**src/rtl/ball_sprite_mixer.sv**
```systemverilog
// rtl/ball_sprite_mixer.sv - bouncing square ball mixed over the background pixel stream
//
// Ports:
//   clk_i, rst_ni            pixel clock, asynchronous active-low reset
//   enable_i                 motion enable (0 freezes the ball)
//   hpos_i, vpos_i           raster position
//   display_on_i, hsync_i,
//   vsync_i, rgb_i           timing flags and background colour from upstream
//   rgb_o, hsync_o, vsync_o,
//   display_on_o             mixed colour and flags, all one register stage late
//   ball_x_o, ball_y_o       current ball top-left corner
//   bounce_o                 one-cycle pulse after a frame tick that hit an edge
module ball_sprite_mixer #(
    parameter int          H_DISPLAY  = 256,
    parameter int          V_DISPLAY  = 240,
    parameter int          BALL_SIZE  = 4,
    parameter int          SPEED      = 1,
    parameter int          INIT_X     = 128,
    parameter int          INIT_Y     = 128,
    parameter logic [23:0] BALL_COLOR = 24'hFFFFFF
) (
    input  logic        clk_i,
    input  logic        rst_ni,
    input  logic        enable_i,
    input  logic [8:0]  hpos_i,
    input  logic [8:0]  vpos_i,
    input  logic        display_on_i,
    input  logic        hsync_i,
    input  logic        vsync_i,
    input  logic [23:0] rgb_i,
    output logic [23:0] rgb_o,
    output logic        hsync_o,
    output logic        vsync_o,
    output logic        display_on_o,
    output logic [8:0]  ball_x_o,
    output logic [8:0]  ball_y_o,
    output logic        bounce_o
);

    localparam logic [9:0] X_LIM  = 10'(H_DISPLAY - BALL_SIZE);
    localparam logic [9:0] Y_LIM  = 10'(V_DISPLAY - BALL_SIZE);
    localparam logic [9:0] SPD    = 10'(SPEED);
    localparam logic [8:0] SPD9   = 9'(SPEED);
    localparam logic [9:0] BSZ    = 10'(BALL_SIZE);
    localparam logic [8:0] INIT_X9 = 9'(INIT_X);
    localparam logic [8:0] INIT_Y9 = 9'(INIT_Y);

    logic [8:0] ball_x, ball_y;
    logic       x_left, y_up;     // 1 = moving towards zero on that axis
    logic       vsync_prev;

    logic [8:0] x_next, y_next;
    logic       x_left_next, y_up_next;
    logic       bounce_x, bounce_y;
    logic [9:0] x_sum, y_sum;
    logic [9:0] dx, dy;
    logic       tick, hit;

    // Frame tick on the rising edge of vsync_i; vsync_prev resets high so a
    // vsync already high at reset release does not count as a frame start.
    assign tick = vsync_i & ~vsync_prev;

    always_comb begin
        x_sum       = {1'b0, ball_x} + SPD;
        y_sum       = {1'b0, ball_y} + SPD;
        x_next      = ball_x;
        y_next      = ball_y;
        x_left_next = x_left;
        y_up_next   = y_up;
        bounce_x    = 1'b0;
        bounce_y    = 1'b0;

        // Edges clamp rather than overshoot, so the ball never wraps.
        if (!x_left) begin
            if (x_sum >= X_LIM) begin
                x_next      = X_LIM[8:0];
                x_left_next = 1'b1;
                bounce_x    = 1'b1;
            end else begin
                x_next = x_sum[8:0];
            end
        end else if ({1'b0, ball_x} <= SPD) begin
            x_next      = 9'd0;
            x_left_next = 1'b0;
            bounce_x    = 1'b1;
        end else begin
            x_next = ball_x - SPD9;
        end

        if (!y_up) begin
            if (y_sum >= Y_LIM) begin
                y_next    = Y_LIM[8:0];
                y_up_next = 1'b1;
                bounce_y  = 1'b1;
            end else begin
                y_next = y_sum[8:0];
            end
        end else if ({1'b0, ball_y} <= SPD) begin
            y_next    = 9'd0;
            y_up_next = 1'b0;
            bounce_y  = 1'b1;
        end else begin
            y_next = ball_y - SPD9;
        end
    end

    // A raster position left of / above the ball underflows to a large value
    // in the 10-bit difference and therefore misses.
    always_comb begin
        dx  = {1'b0, hpos_i} - {1'b0, ball_x};
        dy  = {1'b0, vpos_i} - {1'b0, ball_y};
        hit = display_on_i && (dx < BSZ) && (dy < BSZ);
    end

    always_ff @(posedge clk_i or negedge rst_ni) begin
        if (!rst_ni) begin
            ball_x       <= INIT_X9;
            ball_y       <= INIT_Y9;
            x_left       <= 1'b0;
            y_up         <= 1'b0;
            vsync_prev   <= 1'b1;
            rgb_o        <= 24'h000000;
            hsync_o      <= 1'b0;
            vsync_o      <= 1'b0;
            display_on_o <= 1'b0;
            bounce_o     <= 1'b0;
        end else begin
            vsync_prev   <= vsync_i;
            hsync_o      <= hsync_i;
            vsync_o      <= vsync_i;
            display_on_o <= display_on_i;
            rgb_o        <= !display_on_i ? 24'h000000 : (hit ? BALL_COLOR : rgb_i);
            bounce_o     <= tick & enable_i & (bounce_x | bounce_y);
            if (tick && enable_i) begin
                ball_x <= x_next;
                ball_y <= y_next;
                x_left <= x_left_next;
                y_up   <= y_up_next;
            end
        end
    end

    assign ball_x_o = ball_x;
    assign ball_y_o = ball_y;

endmodule

```
**config.mk**
```make
export PLATFORM = sky130hd
export DESIGN_NAME = ball_sprite_mixer
export DESIGN_NICKNAME = d
export VERILOG_FILES = /design/src/rtl/ball_sprite_mixer.sv
export SDC_FILE = /design/constraint.sdc
export NUM_CORES = 1
export LEC_CHECK = 0
export CORE_MARGIN = 10
export CORE_UTILIZATION = 40
export DETAILED_ROUTE_END_ITERATION = 10
export PLACE_DENSITY_LB_ADDON = 0.3
export SLEW_MARGIN = 0
export SYNTH_ARGS = -nofsm -noshare
export SYNTH_HDL_FRONTEND = slang
export SYNTH_SLANG_ARGS = --single-unit
```
**constraint.sdc**
```tcl
create_clock -name clk_i -period 4.2 [get_ports clk_i]
set_clock_uncertainty 0.2 [all_clocks]
set_input_delay 1.05 -clock clk_i [delete_from_list [all_inputs] [get_ports clk_i]]
set_output_delay 1.05 -clock clk_i [all_outputs]
set_load 0.1 [all_outputs]
```
; Word-level counts from Yosys, hierarchy flattened
; Index checks and enable logic that the tools add are counted.
[op_classes]
div = 0
n_addsub = 6
multipliers = 0
n_reduce_logical = 3
n_shift = 0
eq_ne = 0
bitwise = 5
mux = 18
n_lt_le_gt_ge = 6
[ops]
columns = operator, n
row1 = $mux 9, 6
row2 = $mux 24, 2
row3 = $add 9x1->10 const B, 2
row4 = $ge 10x8->1 const B, 2
row5 = $lt 10x3->1 const B, 2
row6 = $sub 9x9->10, 2
row7 = $le 9x1->1 const B, 2
row8 = $sub 9x1->9 const B, 2
row9 = $mux 1, 10
row10 = $and 1x1->1, 3
row11 = $logic_and 1x1->1, 3
row12 = $not 1->1, 1
row13 = $or 1x1->1, 1
[word_totals]
input_bits = 48
out_inout_bits = 46
memories = 0
ff_bits = 49
word_cells = 48
ramBits = 0
mem_bits_ro = 0
latch_bits = 0

; Longest topological paths before layout
; Gate-level depths: netlist (run 1).
[logic_depth]
word_depth = 6
depth_mapped = 12
mapped_depth_nobuf = 9

; Least setup slack after synthesis (run 1)
; No wires, ideal clock.
[synth_timing]
kind = register to register
from = reg ball_y[2], in the netlist ball_y_o[2]
to = reg rgb_o[12]
synth_period_minus_slack_ns = 3.579
path_stages_with_launch = 13
path_buffers = 3
setup_slack_ns = 0.621
setup_ns = 0.065
arrival_ns = 3.314
t_required_ns = 3.935
cell_sequence = dfrtp_1 > clkbuf_1 > inv_1 > ha_1 > a21o_1 > a31o_1 > a41o_1 > nor3_1 > o21ai_1 > or4_1 > buf_6 > buf_8 > nand2_2
[synth_via]
elab_chain_cells = 5
[synth_rtl]
columns = item, line_no
row1 = from (decl), 48  ; logic [8:0] ball_x, ball_y;
row2 = from (signal assigned), 136  ; ball_y <= y_next;
row3 = $sub 9x9->10, 111  ; dy = {1'b0, vpos_i} - {1'b0, ball_y};
row4 = $lt 10x3->1, 112  ; hit = display_on_i && (dx < BSZ) && (dy < BSZ);
row5 = $logic_and 1x1->1, 112
row6 = $mux 24 (2 in a row), 132  ; rgb_o <= !display_on_i ? 24'h000000 : (hit ? BALL_COLOR : rgb_i);
row7 = to (signal assigned), 132
row8 = to (decl), 31  ; output logic [23:0] rgb_o,
; No other way between the ends.
; A chain may end at the register's enable or synchronous reset.

; Final worst setup path (run 1)
[layout_timing]
from = in vpos_i[2]
to = reg rgb_o[22]
[layout_via]
elab_chain_cells = 5
[layout_rtl]
columns = item, line_no
row1 = from (decl), 26  ; input logic [8:0] vpos_i,
row2 = $sub 9x9->10, 111
row3 = $lt 10x3->1, 112
row4 = $logic_and 1x1->1, 112
row5 = $mux 24 (2 in a row), 132
; No other way between the ends.

==> flow_summary_export.csv, run 1 <==
group,metric,value,unit
placed_design,detailedPlacementHpwl,7.66,mm
yosys,synthXorXnorAreaFrac,1.81,%
clock_network,max-clock-path-buffers,2,
setup_path,crit_arrival,3.60,ns
final_layout,fin_util,54.0,%
detailed_routing,route.antenna.remaining_nets,0,
yosys,synth_mux_area_share,1.18,%
floorplanning,starting_utilization_of_the_core_area,41.2,%
placed_design,routability_congestion_estimate,0.939,
global_route,largest_net_degree_at_the_start_of_global_routing,35,
setup_path,largest_fanout_of_any_net_on_the_critical_path,24,
setup_path,startpoint_type,"primary input",
yosys,post_synthesis_compound_gate_area_fraction,24.2,%
timing,rsz0062_at_grt,"no",
pwr,max-vdd-ir-drop,0.480,mV
final_layout,num_antenna_cells,0,
global_route,first_global_vias,3243,
yosys,post_synth_inst_count,405,
clock_network,cts_hold_buf,0,
final_layout,drive_gt1_share,9.03,%
min_path,timing.hold.worst.start,"ball_y_o[7]",
clock_network,clock_sinks,49,
floorplanning,fp.dieArea,12500,um2
clock_network,number_of_buffers_inserted_during_clock_tree_synthesis,5,
setup_path,worst_r2r_path_depth,10,
global_route,overflow,0,
placed_design,placement.io_buffers,93,
clock_network,worstSkewPairLatency,0.30,ns
setup_path,crit_type,"in -> reg",
yosys,synth.most_common_cell,"sky130_fd_sc_hd__nand2_1",
yosys,synth.top_cell.area_share,34.0,%
clock_network,cts.htree.levels,2,
clock_network,cts.reportedPaths.clkPinSlew,0.09,ns
min_path,hold_path_depth,2,
floorplanning,die_width,112,um
floorplanning,die_height,112,um
yosys,synth.ff_latch_count,49,
yosys,netlist_area,3380,um2
timing,fmax,0.281,GHz
timing,report.final.slew_viol_count,0,
pwr,leakagePower,1.98,nW
yosys,syn-mean-instance-area,8.35,um2
final_layout,sequential_cell_area,1230,um2
final_layout,layout.nets,556,
yosys,dominantRegCellSynth,"sky130_fd_sc_hd__dfrtp_1",
yosys,post-synth-top-area-cell,"sky130_fd_sc_hd__dfrtp_1",
setup_path,worst_r2r_endpoint,"rgb_o[22]",
setup_path,required,4.24,ns
min_path,min_to,"ball_y_o[7]",
floorplanning,area_of_the_core_region,8220,um2
timing,slew_headroom,31.8,%
yosys,synth.top_cells.by_area,"sky130_fd_sc_hd__dfrtp_1 (34%), sky130_fd_sc_hd__ha_1 (8.1%), sky130_fd_sc_hd__nand2_1 (6.3%), sky130_fd_sc_hd__o21ai_0 (4.4%), sky130_fd_sc_hd__a21oi_1 (3.8%)",
yosys,synthAdderAreaFrac,8.14,%
final_layout,area_delta_synth_final,31.3,%
detailed_routing,post-route-drc-count,0,
pwr,pwr_density_cell,681,nW/um2
timing,final_hold_viol_count,0,
detailed_routing,routed_wl,9.97,mm
yosys,synth-warning-count,0,
yosys,ys_top_cells_by_count,"sky130_fd_sc_hd__nand2_1 (57), sky130_fd_sc_hd__dfrtp_1 (46), sky130_fd_sc_hd__o21ai_0 (30)",
timing,timing.final.ws_setup,0.639,ns
detailed_routing,drt_first_pass_iters,5,
yosys,synth_edf_count,0,
timing,tns,0,ns
timing,timing.final.crit_share,84.8,%
timing,period_minus_slack,3.56,ns
global_route,grt_antenna_before_repair,0,
final_layout,finish.instance_area,4440,um2
clock_network,post_cts.resized_instances,0,
yosys,synth_top_family_by_area,"compound AO/OA/AOI/OAI gates",
detailed_routing,num_vias,3319,
clock_network,tritoncts,"done",
yosys,async_reset_ff_share,100,%
detailed_routing,drt_iter0_drc,288,
yosys,synth_sequential_area_ratio,36.4,%
timing,worst_hold_margin,0.359,ns
final_layout,nFillCells,772,
status,result_of_the_run,"complete, no violations",
yosys,post_synth_and_or_nand_nor_area_fraction,21.7,%
detailed_routing,wire_per_inst,16.8,um
placed_design,placement.cell_area,4320,um2
setup_path,setup.worst_path.end_class,"register",
clock_network,cts_setup_buffers,0,
flow_run,maxCapViolations,0,
clock_network,clock-root-buffer,"sky130_fd_sc_hd__clkbuf_8",
detailed_routing,via_per_inst,5.61,
yosys,syn_nets,475,
floorplanning,std_cell_rows,33,
global_route,track_usage,15.3,%
timing,finalSetupViolations,0,
yosys,synth.lib_cells_used.distinct,62,
floorplanning,pin_count,94,
setup_path,crit-reg2reg-launch,"ball_y_o[2]",
min_path,holdCritPathClass,"reg -> reg",
placed_design,pre_cts_slack,0.362,ns
global_route,grt_first_pass_wirelength,16.4,mm
setup_path,reg2reg_setup_slack,1.13,ns
timing,worst-slew-pin-transition,1.02,ns
final_layout,multiInputGateArea,1930,um2
area by class of cell:
class,instances,share of cell area [%]
Clock inverter,2,0.845
Multi-Input combinational cell,306,43.4
Clock buffer,6,1.86
Inverter,27,2.28
Sequential cell,49,27.7
Timing Repair Buffer,97,20.9
Tap cell,105,2.96
logic make-up (layout without fill, tap and decap cells):
kind of cell | count (synthesis) | after routing
xor+xnor | 7 | 7
simple gates | 151 | 151
mux | 4 | 4
flops | 49 | 49
compound gates | 122 | 122
buf+inv | 50 | 132
fa+ha+maj | 22 | 22
sequential cells by signal, summed over array words and instances, names as in the netlist:
signal / count
ball_y_o: 9
x_left: 1
display_on_o: 1
vsync_prev: 1
vsync_o: 1
y_up: 1
hsync_o: 1
rgb_o: 24
bounce_o: 1
ball_x_o: 9
layout by cell type (no fill, tap or decap), types with 3 or more instances in the layout:
cell	n
sky130_fd_sc_hd__a211oi_1	3
sky130_fd_sc_hd__a21oi_1	26
sky130_fd_sc_hd__nor4_1	6
sky130_fd_sc_hd__clkbuf_8	6
sky130_fd_sc_hd__nand3_1	8
sky130_fd_sc_hd__dfrtp_1	46
sky130_fd_sc_hd__mux2i_1	4
sky130_fd_sc_hd__or4_1	3
sky130_fd_sc_hd__nor3_1	12
sky130_fd_sc_hd__nand4_1	6
sky130_fd_sc_hd__clkdlybuf4s50_1	81
sky130_fd_sc_hd__nand2_1	57
sky130_fd_sc_hd__o21ai_0	30
sky130_fd_sc_hd__inv_1	26
sky130_fd_sc_hd__and2_1	5
sky130_fd_sc_hd__dfstp_2	3
sky130_fd_sc_hd__a2111oi_0	5
sky130_fd_sc_hd__o31ai_1	5
sky130_fd_sc_hd__nor2_1	26
sky130_fd_sc_hd__xnor2_1	6
sky130_fd_sc_hd__nand2_2	10
sky130_fd_sc_hd__nor2b_1	3
sky130_fd_sc_hd__nor3b_1	3
sky130_fd_sc_hd__a2bb2oi_1	4
sky130_fd_sc_hd__o31a_1	3
sky130_fd_sc_hd__o211ai_1	6
sky130_fd_sc_hd__or2_2	3
sky130_fd_sc_hd__o22ai_1	4
sky130_fd_sc_hd__buf_4	15
sky130_fd_sc_hd__a22oi_1	3
sky130_fd_sc_hd__a31oi_1	8
sky130_fd_sc_hd__ha_1	22
metrics by stage:
stage / total power [W] / instances
after global placement: 0.00264 / 584
after detailed placement: 0.00267 / 584
after floorplan: 0.00222 / 405
final: 0.00302 / 592
after CTS: 0.00303 / 592
after global routing: 0.00324 / 592
routing by layer:
metal  global-route usage (%)  up-vias  share of wire, %
met5                        0        -                 0
met1                     18.2     1588                41
met4                     2.54        0              0.67
met3                     3.22        6               5.7
met2                     27.9       89                52
li1                         -     1636                 -
worst max-delay path by stage:
stage	start	slack (ns)	end
after CTS	vpos_i[2]	0.67	rgb_o[22]
after global placement	vpos_i[2]	0.37	rgb_o[22]
after global routing	vpos_i[1]	0.40	rgb_o[10]
final	vpos_i[2]	0.64	rgb_o[22]
after floorplan	ball_y_o[2]	0.62	rgb_o[12]
after detailed placement	vpos_i[2]	0.36	rgb_o[22]
worst max-delay path, cell delays in order:
cell	delay (ns)
sky130_fd_sc_hd__clkdlybuf4s50_1	0.40
sky130_fd_sc_hd__ha_1	0.35
sky130_fd_sc_hd__o21a_1	0.19
sky130_fd_sc_hd__nor2_1	0.08
sky130_fd_sc_hd__a21oi_1	0.07
sky130_fd_sc_hd__a2111oi_0	0.58
sky130_fd_sc_hd__o211ai_1	0.12
sky130_fd_sc_hd__or4_1	0.40
sky130_fd_sc_hd__buf_4	0.24
sky130_fd_sc_hd__nand2_1	0.10
power breakdown:
group          internal, W  total (W)  switching [W]  leakage (nW)
registers         0.000570   0.000794       0.000224         0.590
logic             0.000584    0.00188        0.00130          1.33
clock network     0.000194   0.000351       0.000157        0.0574
Note: power is estimated with default switching activity, not from simulation.
==> run 2, diff against run 1 <==
==> constraint.sdc (replaced) <==
create_clock -name clk_i -period 3.5 [get_ports clk_i]
set_clock_uncertainty 0.2 [all_clocks]
set_input_delay 0.875 -clock clk_i [delete_from_list [all_inputs] [get_ports clk_i]]
set_output_delay 0.875 -clock clk_i [all_outputs]
set_load 0.1 [all_outputs]
==> flow_summary_export.csv, run 2 (synthesized netlist as in run 1, its figures left out) <==
group,metric,value,unit
status,result_of_the_run,"complete, no violations",
clock_network,tritoncts,"done",
final_layout,num_antenna_cells,0,
final_layout,layout.nets,572,
pwr,leakagePower,2.11,nW
global_route,overflow,0,
placed_design,detailedPlacementHpwl,7.64,mm
global_route,grt_first_pass_wirelength,16.2,mm
setup_path,timing.critical_path.depth,10,
detailed_routing,route.antenna.remaining_nets,0,
clock_network,cts.htree.levels,2,
setup_path,crit_type,"in -> reg",
clock_network,cts_setup_buffers,0,
floorplanning,std_cell_rows,33,
min_path,hold_path_depth,2,
clock_network,cts.reportedPaths.clkPinSlew,0.09,ns
setup_path,critical_path_buf_inv_count,2,
global_route,first_global_vias,3255,
setup_path,startpoint_type,"primary input",
final_layout,highest_count_cells_in_the_layout_ignoring_fill_and_taps,"sky130_fd_sc_hd__buf_4 (65), sky130_fd_sc_hd__nand2_1 (57), sky130_fd_sc_hd__clkdlybuf4s50_1 (46)",
clock_network,max-clock-path-buffers,2,
detailed_routing,drt_first_pass_iters,4,
floorplanning,pin_count,94,
setup_path,path_delay_family,"simple AND/OR/NAND/NOR gates",
setup_path,reg2reg_setup_slack,0.56,ns
detailed_routing,drt_iter0_drc,185,
pwr,max-vdd-ir-drop,0.757,mV
setup_path,crit_path_max_incr_delay,0.56,ns
timing,worst-slew-pin-transition,0.730,ns
placed_design,placement.io_buffers,93,
global_route,grt_antenna_before_repair,0,
timing,slew_headroom,51.3,%
final_layout,area_delta_synth_final,32.8,%
setup_path,crit_arrival,3.37,ns
detailed_routing,num_vias,3323,
detailed_routing,met3_length,521,um
placed_design,routability_congestion_estimate,0.933,
setup_path,critical-path-slowest-cell,"sky130_fd_sc_hd__or4_1",
placed_design,pre_cts_slack,-0.124,ns
pwr,pwr_density_cell,830,nW/um2
timing,period_minus_slack,3.34,ns
final_layout,max_flop_register,"rgb_o",
setup_path,worst_r2r_path_depth,10,
clock_network,clock_sinks,49,
clock_network,number_of_buffers_inserted_during_clock_tree_synthesis,5,
final_layout,nFillCells,775,
floorplanning,fp.dieArea,12500,um2
timing,rsz0062_at_grt,"no",
global_route,largest_net_degree_at_the_start_of_global_routing,32,
setup_path,setup.worst_path.end_class,"register",
timing,fmax,0.299,GHz
detailed_routing,wire_per_inst,16.1,um
detailed_routing,met2RoutedLength,5.02,mm
final_layout,drive_gt1_share,19.5,%
timing,report.final.slew_viol_count,0,
timing,finalSetupViolations,0,
detailed_routing,via_per_inst,5.47,
timing,final_hold_viol_count,0,
final_layout,largest_register_ff_count,24,
floorplanning,starting_utilization_of_the_core_area,41.2,%
clock_network,worstSkewPairLatency,0.29,ns
clock_network,clock-root-buffer,"sky130_fd_sc_hd__clkbuf_8",
timing,tns,0,ns
detailed_routing,met1_length,4.15,mm
min_path,holdCritPathClass,"reg -> reg",
timing,timing.final.ws_setup,0.160,ns
detailed_routing,post-route-drc-count,0,
detailed_routing,uppermost_metal_layer_occupied_by_signal_nets,"met4",
floorplanning,die_height,112,um
floorplanning,die_width,112,um
timing,timing.final.crit_share,95.4,%
global_route,track_usage,15.0,%
setup_path,crit_chain,"clkdlybuf4s50_1 -> ha_1 -> a21o_1 -> a31o_1 -> a41o_1 -> nor3_1 -> o21ai_1 -> or4_1 -> buf_12 -> nand2_1",
flow_run,maxCapViolations,0,
detailed_routing,routed_wl,9.81,mm
final_layout,final_common_cell,"sky130_fd_sc_hd__buf_4",
setup_path,largest_fanout_of_any_net_on_the_critical_path,24,
floorplanning,area_of_the_core_region,8220,um2
final_layout,fin_util,54.7,%
setup_path,required,3.53,ns
==> run 2: cell types whose count changed in the layout (fill, tap and decap cells not counted) <==
cell,before,now
sky130_fd_sc_hd__dfrtp_2,0,3
sky130_fd_sc_hd__buf_4,15,65
sky130_fd_sc_hd__a2111oi_1,0,1
sky130_fd_sc_hd__buf_12,0,1
sky130_fd_sc_hd__clkdlybuf4s50_1,81,46
sky130_fd_sc_hd__a2111oi_0,5,4
sky130_fd_sc_hd__dfrtp_1,46,43
==> run 2: path summary, 6_finish.rpt <==
kind,from,endpoint
worst min-delay path,ball_y_o[7],ball_y_o[7]
worst max-delay path,vpos_i[2],rgb_o[3]
min in group asynchronous,rst_ni,ball_y_o[8]
max in group asynchronous,rst_ni,rgb_o[7]
worst min register to register,ball_y_o[7],ball_y_o[7]
worst max register to register,ball_y_o[7],rgb_o[3]
==> run 2: stage by stage <==
stage / area, um2 / hold slack (ns) / total power, W / std cells
after floorplan: 3390 / 0.379 / 0.00267 / 405
after global placement: 4370 / 0.321 / 0.00327 / 600
after detailed placement: 4370 / 0.324 / 0.00330 / 600
after CTS: 4490 / 0.339 / 0.00374 / 608
after global routing: 4490 / 0.382 / 0.00400 / 608
final: 4490 / 0.345 / 0.00373 / 608
==> run 2: timing repair <==
action / CTS / global route
setup endpoints to repair: 0 / 22
gates resized for setup: 0 / 1
hold buffers: 0 / 0
==> run 2: power breakdown <==
part / switching [W] / internal (W)
Sequential: 0.000262 / 0.000688
Combinational: 0.00158 / 0.000779
Clock: 0.000187 / 0.000232
Total: 0.00203 / 0.00170
==> run 2: routing by layer <==
layer  vias to the layer above  track usage (%)
li1                       1668                -
met3                        12             3.44
met5                         -                0
met1                      1555             18.5
met2                        88             26.1
met4                         0             3.30
==> run 2: layout make-up <==
class | count | area, um2 | area share [%]
Clock buffer | 6 | 82.6 | 1.84
Clock inverter | 2 | 37.5 | 0.836
Inverter | 27 | 101 | 2.26
Multi-Input combinational cell | 306 | 1930 | 43.0
Sequential cell | 49 | 1230 | 27.5
Tap cell | 105 | 131 | 2.93
Timing Repair Buffer | 113 | 973 | 21.7
==> run 2: worst reg2reg max path, cell delays in order, from the launching register on <==
cell                      delay, ns
sky130_fd_sc_hd__dfstp_2       0.61
sky130_fd_sc_hd__inv_1         0.09
sky130_fd_sc_hd__ha_1          0.33
sky130_fd_sc_hd__nand2_1       0.08
sky130_fd_sc_hd__a31oi_1       0.08
sky130_fd_sc_hd__a311o_1       0.31
sky130_fd_sc_hd__nor4_1        0.27
sky130_fd_sc_hd__nand3_1       0.10
sky130_fd_sc_hd__or4_1         0.53
sky130_fd_sc_hd__buf_12        0.20
sky130_fd_sc_hd__nand2_1       0.08
==> run 3, diff against run 2 <==
--- a/config.mk
+++ b/config.mk
@@ -5,6 +5,7 @@
 export SDC_FILE = /design/constraint.sdc
 export NUM_CORES = 1
 export LEC_CHECK = 0
+export CAP_MARGIN = 20
 export CORE_MARGIN = 10
 export CORE_UTILIZATION = 40
 export DETAILED_ROUTE_END_ITERATION = 10
==> results of run 3 <==
The final DEF is identical to that of run 2; final timing and power are the same.
